`src/rtl/mac_pkg.sv`:
```
// Shared constants, accumulator FSM type and width helper for the accumulating MAC column.
package mac_pkg;

  localparam int unsigned DefBw     = 8;
  localparam int unsigned DefBwPsum = 32;
  localparam int unsigned DefPr     = 8;

  typedef enum logic [1:0] {
    ACC_IDLE = 2'd0,
    ACC_RUN  = 2'd1,
    ACC_HOLD = 2'd2
  } acc_state_t;

  // Narrowest psum that holds a full signed or unsigned beat sum plus a sign bit.
  function automatic int unsigned psum_min_w(input int unsigned bw, input int unsigned pr);
    return 2 * bw + $clog2(pr) + 1;
  endfunction

endpackage

```
`src/rtl/mac_prod_tree.sv`:
```
// Per-lane products and a balanced adder tree; purely combinational, the caller
// registers between the product and sum halves.
module mac_prod_tree
  import mac_pkg::*;
#(
  parameter int unsigned BW      = DefBw,
  parameter int unsigned BW_PSUM = DefBwPsum,
  parameter int unsigned PR      = DefPr
) (
  input  logic [PR*BW-1:0]   a_i,
  input  logic [PR*BW-1:0]   b_i,
  input  logic               mode_signed_i,
  output logic [PR*2*BW-1:0] prod_o,
  input  logic [PR*2*BW-1:0] prod_i,
  input  logic               prod_signed_i,
  output logic [BW_PSUM-1:0] sum_o
);

  localparam int unsigned ProdW = 2 * BW;
  localparam int unsigned SumW  = psum_min_w(BW, PR);
  localparam int unsigned Nodes = 2 * PR - 1;

  // Extending both operands to ProdW makes the truncated product exact in either mode.
  for (genvar i = 0; i < PR; i++) begin : g_lane
    logic [BW-1:0]    a_l;
    logic [BW-1:0]    b_l;
    logic [ProdW-1:0] a_x;
    logic [ProdW-1:0] b_x;

    assign a_l = a_i[i*BW +: BW];
    assign b_l = b_i[i*BW +: BW];
    assign a_x = {{BW{mode_signed_i & a_l[BW-1]}}, a_l};
    assign b_x = {{BW{mode_signed_i & b_l[BW-1]}}, b_l};
    assign prod_o[i*ProdW +: ProdW] = a_x * b_x;
  end

  // Heap-ordered tree: leaves at [PR-1 .. 2*PR-2], root at [0].
  logic [SumW-1:0] node [Nodes];

  always_comb begin
    for (int n = 0; n < Nodes; n++) begin
      node[n] = '0;
    end
    for (int i = 0; i < PR; i++) begin
      node[PR-1+i] = {{(SumW-ProdW){prod_signed_i & prod_i[i*ProdW+ProdW-1]}},
                      prod_i[i*ProdW +: ProdW]};
    end
    for (int n = PR - 2; n >= 0; n--) begin
      node[n] = node[2*n+1] + node[2*n+2];
    end
  end

  assign sum_o = BW_PSUM'($signed(node[0]));

endmodule

```
`src/rtl/mac_acc_pipe.sv`:
```
// Three-stage pipelined dot-product accumulator with valid/ready on both sides.
// Define MAC_SAT_EN to clamp signed accumulator overflow and report it on out_ovf_o.
module mac_acc_pipe
  import mac_pkg::*;
#(
  parameter int unsigned BW      = DefBw,
  parameter int unsigned BW_PSUM = DefBwPsum,
  parameter int unsigned PR      = DefPr
) (
  input  logic               clk_i,
  input  logic               reset_i,
  input  logic               in_valid_i,
  output logic               in_ready_o,
  input  logic [PR*BW-1:0]   a_i,
  input  logic [PR*BW-1:0]   b_i,
  input  logic               mode_signed_i,
  input  logic               in_last_i,
  output logic               out_valid_o,
  input  logic               out_ready_i,
  output logic [BW_PSUM-1:0] out_psum_o,
  output logic [15:0]        out_beats_o,
  output logic               out_ovf_o
);

  localparam int unsigned ProdBits = PR * 2 * BW;
  localparam int unsigned Msb      = BW_PSUM - 1;

  if (BW_PSUM < psum_min_w(BW, PR)) begin : g_bad_psum_w
    $error("mac_acc_pipe: BW_PSUM narrower than 2*BW+clog2(PR)+1");
  end
  if ((PR < 2) || ((PR & (PR - 1)) != 0)) begin : g_bad_pr
    $error("mac_acc_pipe: PR must be a power of two and at least 2");
  end

  logic advance;

  logic [ProdBits-1:0] prod_d;
  logic [ProdBits-1:0] s1_prod_q;
  logic                s1_valid_q;
  logic                s1_signed_q;
  logic                s1_last_q;

  logic [BW_PSUM-1:0]  sum_d;
  logic [BW_PSUM-1:0]  s2_sum_q;
  logic                s2_valid_q;
  logic                s2_last_q;

  acc_state_t          state_q, state_d;
  logic [BW_PSUM-1:0]  acc_q, acc_d;
  logic [15:0]         beats_q, beats_d;
  logic                out_valid_q;
  logic                first;
  logic [BW_PSUM-1:0]  base;
  logic [BW_PSUM-1:0]  acc_sum;

  // A held result with no taker freezes every stage at once.
  assign advance    = !(out_valid_q && !out_ready_i);
  assign in_ready_o = advance;

  mac_prod_tree #(
    .BW      (BW),
    .BW_PSUM (BW_PSUM),
    .PR      (PR)
  ) u_tree (
    .a_i           (a_i),
    .b_i           (b_i),
    .mode_signed_i (mode_signed_i),
    .prod_o        (prod_d),
    .prod_i        (s1_prod_q),
    .prod_signed_i (s1_signed_q),
    .sum_o         (sum_d)
  );

  always_ff @(posedge clk_i) begin
    if (reset_i) begin
      s1_valid_q  <= 1'b0;
      s1_prod_q   <= '0;
      s1_signed_q <= 1'b0;
      s1_last_q   <= 1'b0;
      s2_valid_q  <= 1'b0;
      s2_sum_q    <= '0;
      s2_last_q   <= 1'b0;
    end else if (advance) begin
      s1_valid_q  <= in_valid_i;
      s1_prod_q   <= prod_d;
      s1_signed_q <= mode_signed_i;
      s1_last_q   <= in_last_i;
      s2_valid_q  <= s1_valid_q;
      s2_sum_q    <= sum_d;
      s2_last_q   <= s1_last_q;
    end
  end

  // Leaving ACC_RUN means the next S3 beat opens a fresh accumulation, including
  // the beat that arrives on the same edge the held result is taken.
  assign first = (state_q != ACC_RUN);
  assign base  = first ? '0 : acc_q;

`ifdef MAC_SAT_EN
  logic [BW_PSUM-1:0] raw_sum;
  logic               add_ovf;
  logic               ovf_q, ovf_d;

  assign raw_sum = base + s2_sum_q;
  assign add_ovf = (base[Msb] == s2_sum_q[Msb]) && (raw_sum[Msb] != base[Msb]);
  assign acc_sum = !add_ovf  ? raw_sum :
                   base[Msb] ? {1'b1, {Msb{1'b0}}} : {1'b0, {Msb{1'b1}}};
  assign out_ovf_o = ovf_q;
`else
  assign acc_sum   = base + s2_sum_q;
  assign out_ovf_o = 1'b0;
`endif

  always_comb begin
    state_d = state_q;
    acc_d   = acc_q;
    beats_d = beats_q;
`ifdef MAC_SAT_EN
    ovf_d   = ovf_q;
`endif
    if (s2_valid_q) begin
      acc_d   = acc_sum;
      beats_d = first ? 16'd1 : ((beats_q == 16'hFFFF) ? beats_q : beats_q + 16'd1);
`ifdef MAC_SAT_EN
      ovf_d   = add_ovf | (!first & ovf_q);
`endif
      state_d = s2_last_q ? ACC_HOLD : ACC_RUN;
    end else if (state_q == ACC_HOLD) begin
      state_d = ACC_IDLE;
    end
  end

  always_ff @(posedge clk_i) begin
    if (reset_i) begin
      state_q     <= ACC_IDLE;
      acc_q       <= '0;
      beats_q     <= '0;
      out_valid_q <= 1'b0;
`ifdef MAC_SAT_EN
      ovf_q       <= 1'b0;
`endif
    end else if (advance) begin
      state_q     <= state_d;
      acc_q       <= acc_d;
      beats_q     <= beats_d;
      out_valid_q <= (state_d == ACC_HOLD);
`ifdef MAC_SAT_EN
      ovf_q       <= ovf_d;
`endif
    end
  end

  assign out_valid_o = out_valid_q;
  assign out_psum_o  = acc_q;
  assign out_beats_o = beats_q;

endmodule

```
`config.mk`:
```
export PLATFORM = sky130hd
export DESIGN_NAME = mac_acc_pipe
export DESIGN_NICKNAME = d
export VERILOG_FILES = /design/src/rtl/mac_pkg.sv /design/src/rtl/mac_prod_tree.sv /design/src/rtl/mac_acc_pipe.sv
export SDC_FILE = /design/constraint.sdc
export NUM_CORES = 2
export LEC_CHECK = 0
export ABC_CLOCK_PERIOD_IN_PS = 7800
export CORE_MARGIN = 4
export CORE_UTILIZATION = 67
export DETAILED_ROUTE_END_ITERATION = 12
export DONT_BUFFER_PORTS = 1
export PLACE_DENSITY_LB_ADDON = 0.08
export SLEW_MARGIN = 20
export SYNTH_ARGS = -nofsm -noshare
export SYNTH_HDL_FRONTEND = slang
export SYNTH_SLANG_ARGS = --single-unit
```
`constraint.sdc`:
```
create_clock -name clk_i -period 7.8 [get_ports clk_i]
set_input_delay 0.78 -clock clk_i [delete_from_list [all_inputs] [get_ports clk_i]]
set_output_delay 0.78 -clock clk_i [all_outputs]
set_load 0.01 [all_outputs]
```
== Word level (Yosys, flattened, before mapping) ==
Index checks and enable logic that the tools add are counted.

* Bits in registers: 204
* Bits of input ports: 134

* Add/subtract/negate cells: 9
* Multipliers: 8
* Eq/ne operators: 5
* Muxes and demuxes: 6
* Bitwise operators: 25
* Reduce and logical (&&, ||, !) cells: 5

{| class="wikitable"
|+ Operators with widths
! cell !! number
|-
| $mul 9x9->16 || 8
|-
| $add 17x17->18 || 4
|-
| $add 20x20->20 || 3
|-
| $add 32x32->32 || 1
|-
| $mux 16 || 2
|-
| $mux 32 || 1
|-
| $and 1x1->1 || 24
|-
| $add 16x1->16 const B || 1
|-
| $eq 16x16->1 const B || 1
|-
| $mux 2 || 3
|-
| $eq 2x2->1 const B || 2
|-
| $reduce_and 3->1 || 1
|-
| $logic_not 1->1 || 2
|-
| $ne 2x1->1 const B || 1
|-
| $ne 2x2->1 const B || 1
|-
| $reduce_and 2->1 || 1
|-
| $logic_and 1x1->1 || 1
|-
| $not 1->1 || 1
|}

== Longest topological paths before layout ==
* Depth after elaboration: 4
* Mapped depth: 26
* Depth with buffers taken out: 24

== Cells and area by module ==
From an unflattened synthesis, not the netlist that was laid out.

* Cell total of the unflattened synthesis: 4,176
* Area total of the unflattened synthesis: 35,572.9 um^2

{| class="wikitable"
|+ Modules (own cells, without submodules)
! module !! instances !! cells each !! area an instance (um^2)
|-
| mac_prod_tree || 1 || 2,908 || 25,754.7
|-
| mac_acc_pipe || 1 || 1,268 || 9,818.2
|}

== Worst setup path after synthesis ==
OpenSTA, ideal clock, no wires.

* Path type: input-to-reg
* Start point: input mode_signed_i
* End point: register s1_prod_q[47]
* Setup time: 0.086 ns
* Arrival: 6.178 ns
* Path slack: 1.537 ns
* Stages on the path: 26
* Path buffers: 4
* Cells stage by stage: clkbuf_1 clkbuf_1 clkbuf_1 clkbuf_1 nand3_1 fa_1 inv_1 fa_1 inv_1 fa_1 inv_1 fa_1 inv_1 fa_1 inv_1 ha_1 inv_1 nor2_1 nor2_1 o21bai_1 a21oi_1 o21bai_1 a21oi_1 o21ai_0 xnor2_1 a211oi_1

* Word-level cells in the longest chain between the ends: 2
* Elaborated cells between the ends (all ways): 3
* Those cells by class: mul: 1; bitwise: 2

{| class="wikitable"
|+ RTL lines
! item !! line !! text
|-
| start: declaration || mac_acc_pipe.sv:16 || <nowiki>input logic mode_signed_i,</nowiki>
|-
| $and 1x1->1, on equally long branches || mac_prod_tree.sv:32, mac_prod_tree.sv:33 ||
|-
| $mul 9x9->16 (*) || mac_prod_tree.sv:34 || <nowiki>assign prod_o[i*ProdW +: ProdW] = a_x * b_x;</nowiki>
|-
| end signal: assignment || mac_acc_pipe.sv:85 || <nowiki>s1_prod_q <= prod_d;</nowiki>
|-
| end: declaration || mac_acc_pipe.sv:38 || <nowiki>logic [ProdBits-1:0] s1_prod_q;</nowiki>
|}

Mark *: on every way between the ends. The rest lies on a longest branch, timed or not.
A chain may end at the register's enable or synchronous reset.

== Final worst setup path ==
* Start point: register s1_prod_q[65]
* End point: register s2_sum_q[16]

* Word-level cells in the longest chain between the ends: 3

{| class="wikitable"
|+ RTL lines
! item !! line !! text
|-
| $add 17x17->18 || mac_prod_tree.sv:49 || <nowiki>node[n] = node[2*n+1] + node[2*n+2];</nowiki>
|-
| $add 20x20->20 (2 in a row) || mac_prod_tree.sv:49 ||
|-
| end signal: assignment || mac_acc_pipe.sv:89 || <nowiki>s2_sum_q <= sum_d;</nowiki>
|-
| end: declaration || mac_acc_pipe.sv:44 || <nowiki>logic [BW_PSUM-1:0] s2_sum_q;</nowiki>
|}

No other way between the ends.

==> flow_summary_export.csv <==
group,metric,value,unit
synth,synth.ff_latch_count,204,
timing,post-route-period-util,71.25,%
job,drv_cap,0,
synth,syn_area,0.03471,sq mm
cts,cts.repair.resized,0,
timing,worst_pin_slew,0.9672,ns
floorplan,ioPinCount,185,
floorplan,dieArea,0.05551,sq mm
power,power_density,432.5,mW/mm^2
synth,ys_async_sr_fraction,0,%
synth,synth_xor_area_share,6.006,%
cts,clk_latency,0.53,ns
power,power.total,15.52,mW
critical_path,critPathArrivalTime,5.97,ns
detailed_routing,vias,25560,
synth,yosys_most_used_dff,"dfxtp_1",
placement,io_buffers,0,
cts,cts_buffers,25,
cts,clockRootBuffer,"clkbuf_16",
critical_path,r2r-start,"s1_prod_q[65]",
critical_path,crit_slowest_cell,"fa_1",
global_routing,grt_pass1_wl,127100,um
global_routing,grt_usage,26.86,%
synth,seq_area_frac_synth,11.77,%
critical_path,r2r_setup_slack,2.24,ns
cts,cts_max_path_buffers,3,
synth,syn_avg_cell_area,8.498,sq um
synth,synth_compound_gate_area_share,9.629,%
critical_path,endpoint_kind,"flip-flop",
global_routing,antenna_found_initial,0,
critical_path,slowest_delay,0.48,ns
critical_path,crit_type,"reg -> reg",
detailed_routing,first_iter_violations,1221,
timing,hold_violations,0,
critical_path,crit_path_start_kind,"flip-flop",
timing,max_freq,0.1799,GHz
synth,synth_enable_flop_cells,0,
min_path,hold_class,"in -> reg",
synth,synthesis.nets,5147,
timing,setup_tns,0,ns
detailed_routing,routed_wl,72690,um
cts,cts_tree,"done",
floorplan,die_x,235.6,um
detailed_routing,remaining_drc_errors,0,
detailed_routing,antenna_left,0,
detailed_routing,drtPass1Iterations,5,
critical_path,cp_cell_sequence,"ha_1, a21o_1, a21oi_1, o21bai_1, a21oi_1, o21bai_1, a211oi_1, o21bai_1, xor2_1, fa_1, inv_1, fa_1, inv_1, ha_1, and2_1, a311oi_1, o21a_1, a21oi_1, a31oi_1, o21ai_0, mux2i_1, a311o_1",
timing,post-route-min-period,5.558,ns
min_path,min_from,"reset_i",
detailed_routing,wl_per_cell,15.58,um
critical_path,r2r-end,"s2_sum_q[16]",
cts,cts.sinks,204,
synth,yosys.area_share.adder,45.30,%
floorplan,rows,83,
timing,fin_skew,0.01391,ns
timing,rsz0062_at_grt,"false",
timing,drv_slew,0,
final_layout,n_antenna_cell,0,
detailed_routing,viasPerCell,5.478,
critical_path,cp.required,8.22,ns
synth,ys_types,71,
floorplan,start_util,67.65,%
min_path,whs_path_depth,1,
critical_path,critPathBufInv,2,
final_layout,syn2layout_area_growth,3.382,%
synth,synth_top_family_by_area,"adder cells",
final_layout,num-nets-final,5033,
power,max-vdd-ir-drop,0.0009759,V
synth,synth-simple-area-share,17.43,%
cts,postCtsSetupRepairBufs,0,
floorplan,core_area,0.05130,sq mm
placement,hpwl,59040,um
final_layout,drive_gt1_share,2.509,%
timing,relSlewSlack,35.52,%
synth,ys_warn_count,0,
timing,setup_violations,0,
synth,synthCells,4084,
cts,htreeDepth,1,
global_routing,grt_max_degree,189,
min_path,whs_endpoint,"out_psum_o[15]",
cts,cts_hold_buf,0,
placement,gp_congestion,0.8717,
synth,synth_mux_area_share,0.1478,%
power,power_leakage,17.96,nW
outcome,outcome,"complete, no violations",
critical_path,worstPathMaxFanout,5,
global_routing,grt_overflow_total,0,
cts,clk_pin_slew,0.06,ns
global_routing,grt_pass1_vias,26090,
critical_path,worst-r2r-cell-count,22,
critical_path,cp_top_family,"compound AO/OA/AOI/OAI gates",
floorplan,die_h,235.6,um
==> final cells by class <==
cell class | count | area [sq um]
Timing Repair Buffer | 8 | 60.06
Inverter | 747 | 2809
Fill cell | 4315 | 15420
Clock inverter | 8 | 88.84
Multi-Input combinational cell | 2984 | 27260
Sequential cell | 204 | 4084
Clock buffer | 35 | 723.2
Tap cell | 680 | 850.8
==> metrics by stage <==
step	cell area (sq um)	std cells	hold slack, ns	util [%]	worst slack, ns
final	35880	4666	0.3304	69.94	2.242
after global routing	35880	4666	0.3213	69.94	1.964
after CTS	35880	4666	0.3298	69.94	2.322
after detailed placement	35070	4623	0.4459	68.36	2.162
after global placement	35070	4623	0.4438	68.36	2.285
after floorplan	34710	4084	0.4321	-	1.537
==> state kept, by name, summed over array words and instances, names as in the netlist <==
| register | count |
|---|---|
| state_q | 2 |
| out_valid_o | 1 |
| s1_valid_q | 1 |
| s2_valid_q | 1 |
| s2_last_q | 1 |
| s2_sum_q | 20 |
| s1_prod_q | 128 |
| out_psum_o | 32 |
| out_beats_o | 16 |
| s1_last_q | 1 |
| s1_signed_q | 1 |
==> synth_stat cells (8+ instances only) <==
cell type	number	share of area (%)
and3_1	48	0.87
a31oi_1	10	0.18
nand3_1	77	1.1
nor3_1	27	0.39
nor2_1	117	1.3
dfxtp_1	204	12
a21o_1	55	1.2
and2_1	304	5.5
or4_1	9	0.19
nor2b_1	12	0.22
o211ai_1	8	0.17
ha_1	383	14
nand2b_1	11	0.20
o21a_1	10	0.22
nand4_1	17	0.31
buf_1	13	0.14
nand2_1	588	6.4
o21ai_0	49	0.71
inv_1	746	8.1
a21oi_1	282	4.1
a211oi_1	22	0.48
fa_1	546	31
xnor2_1	202	5.1
o21bai_1	64	1.4
or2_2	33	0.59
or3_1	9	0.16
clkbuf_1	134	1.4
xor2_1	36	0.91
==> layout by cell type (no fill, tap or decap), types with 4 or more instances in the layout <==
| cell type | n |
|---|---|
| clkbuf_8 | 6 |
| o211ai_1 | 8 |
| fa_1 | 546 |
| a211oi_1 | 22 |
| clkbuf_16 | 25 |
| nor3_1 | 27 |
| dfxtp_1 | 204 |
| mux2i_1 | 4 |
| buf_4 | 8 |
| clkbuf_1 | 4 |
| a31o_2 | 5 |
| xnor2_1 | 202 |
| a31oi_1 | 10 |
| nand4_1 | 17 |
| or2_2 | 33 |
| o21ai_0 | 49 |
| nand2b_1 | 11 |
| nand3_1 | 77 |
| nor2_1 | 116 |
| inv_1 | 746 |
| a21o_1 | 55 |
| and3_1 | 48 |
| or4_1 | 9 |
| o21a_1 | 10 |
| and2_1 | 304 |
| nor2b_1 | 11 |
| ha_1 | 383 |
| xor2_1 | 36 |
| a211o_1 | 4 |
| nand2_1 | 588 |
| o21bai_1 | 64 |
| a21oi_1 | 282 |
| or3_1 | 9 |
==> power by group <==
part           internal (mW)  switching (mW)
Combinational           5.81            6.94
Sequential              1.41           0.230
Clock                  0.680           0.461
Total                   7.89            7.63
==> cells by family after synthesis <==
| group | after synthesis |
|---|---|
| AO/OA/AOI/OAI | 547 |
| XOR/XNOR | 238 |
| adder cells (fa/ha/maj) | 929 |
| buffers and inverters | 896 |
| flip-flops | 204 |
| multiplexers | 5 |
| other | 1 |
| AND/OR/NAND/NOR | 1264 |
==> routing by layer <==
layer | vias to the layer above | global-route usage [%] | share of wire, %
met5 | - | 0 | 0
met2 | 476 | 45.93 | 48
li1 | 12490 | - | -
met4 | 0 | 3.328 | 1.3
met3 | 70 | 2.964 | 4.4
met1 | 12520 | 38.44 | 46
==> worst reg2reg max path, cell delays in order (launching register included) <==
cell and delay (ns):
dfxtp_1 0.46, ha_1 0.29, a21o_1 0.17, a21oi_1 0.22, o21bai_1 0.10, a21oi_1 0.25
o21bai_1 0.13, a211oi_1 0.32, o21bai_1 0.15, xor2_1 0.33, fa_1 0.48, inv_1 0.08
fa_1 0.41, inv_1 0.07, ha_1 0.28, and2_1 0.19, a311oi_1 0.24, o21a_1 0.20
a21oi_1 0.12, a31oi_1 0.33, o21ai_0 0.19, mux2i_1 0.14, a311o_1 0.31
==> worst max path at each step <==
stage                             start             to  slack [ns]  depth (start not counted)
final                     s1_prod_q[65]   s2_sum_q[16]        2.24                         22
after global routing      s1_prod_q[32]   s2_sum_q[16]        1.96                         22
after CTS                 s1_prod_q[65]   s2_sum_q[16]        2.32                         22
after detailed placement  mode_signed_i  s1_prod_q[47]        2.16                         21
after global placement    mode_signed_i  s1_prod_q[31]        2.29                         20
after floorplan           mode_signed_i  s1_prod_q[47]        1.54                         26
Note: power is estimated with default switching activity, not from simulation.
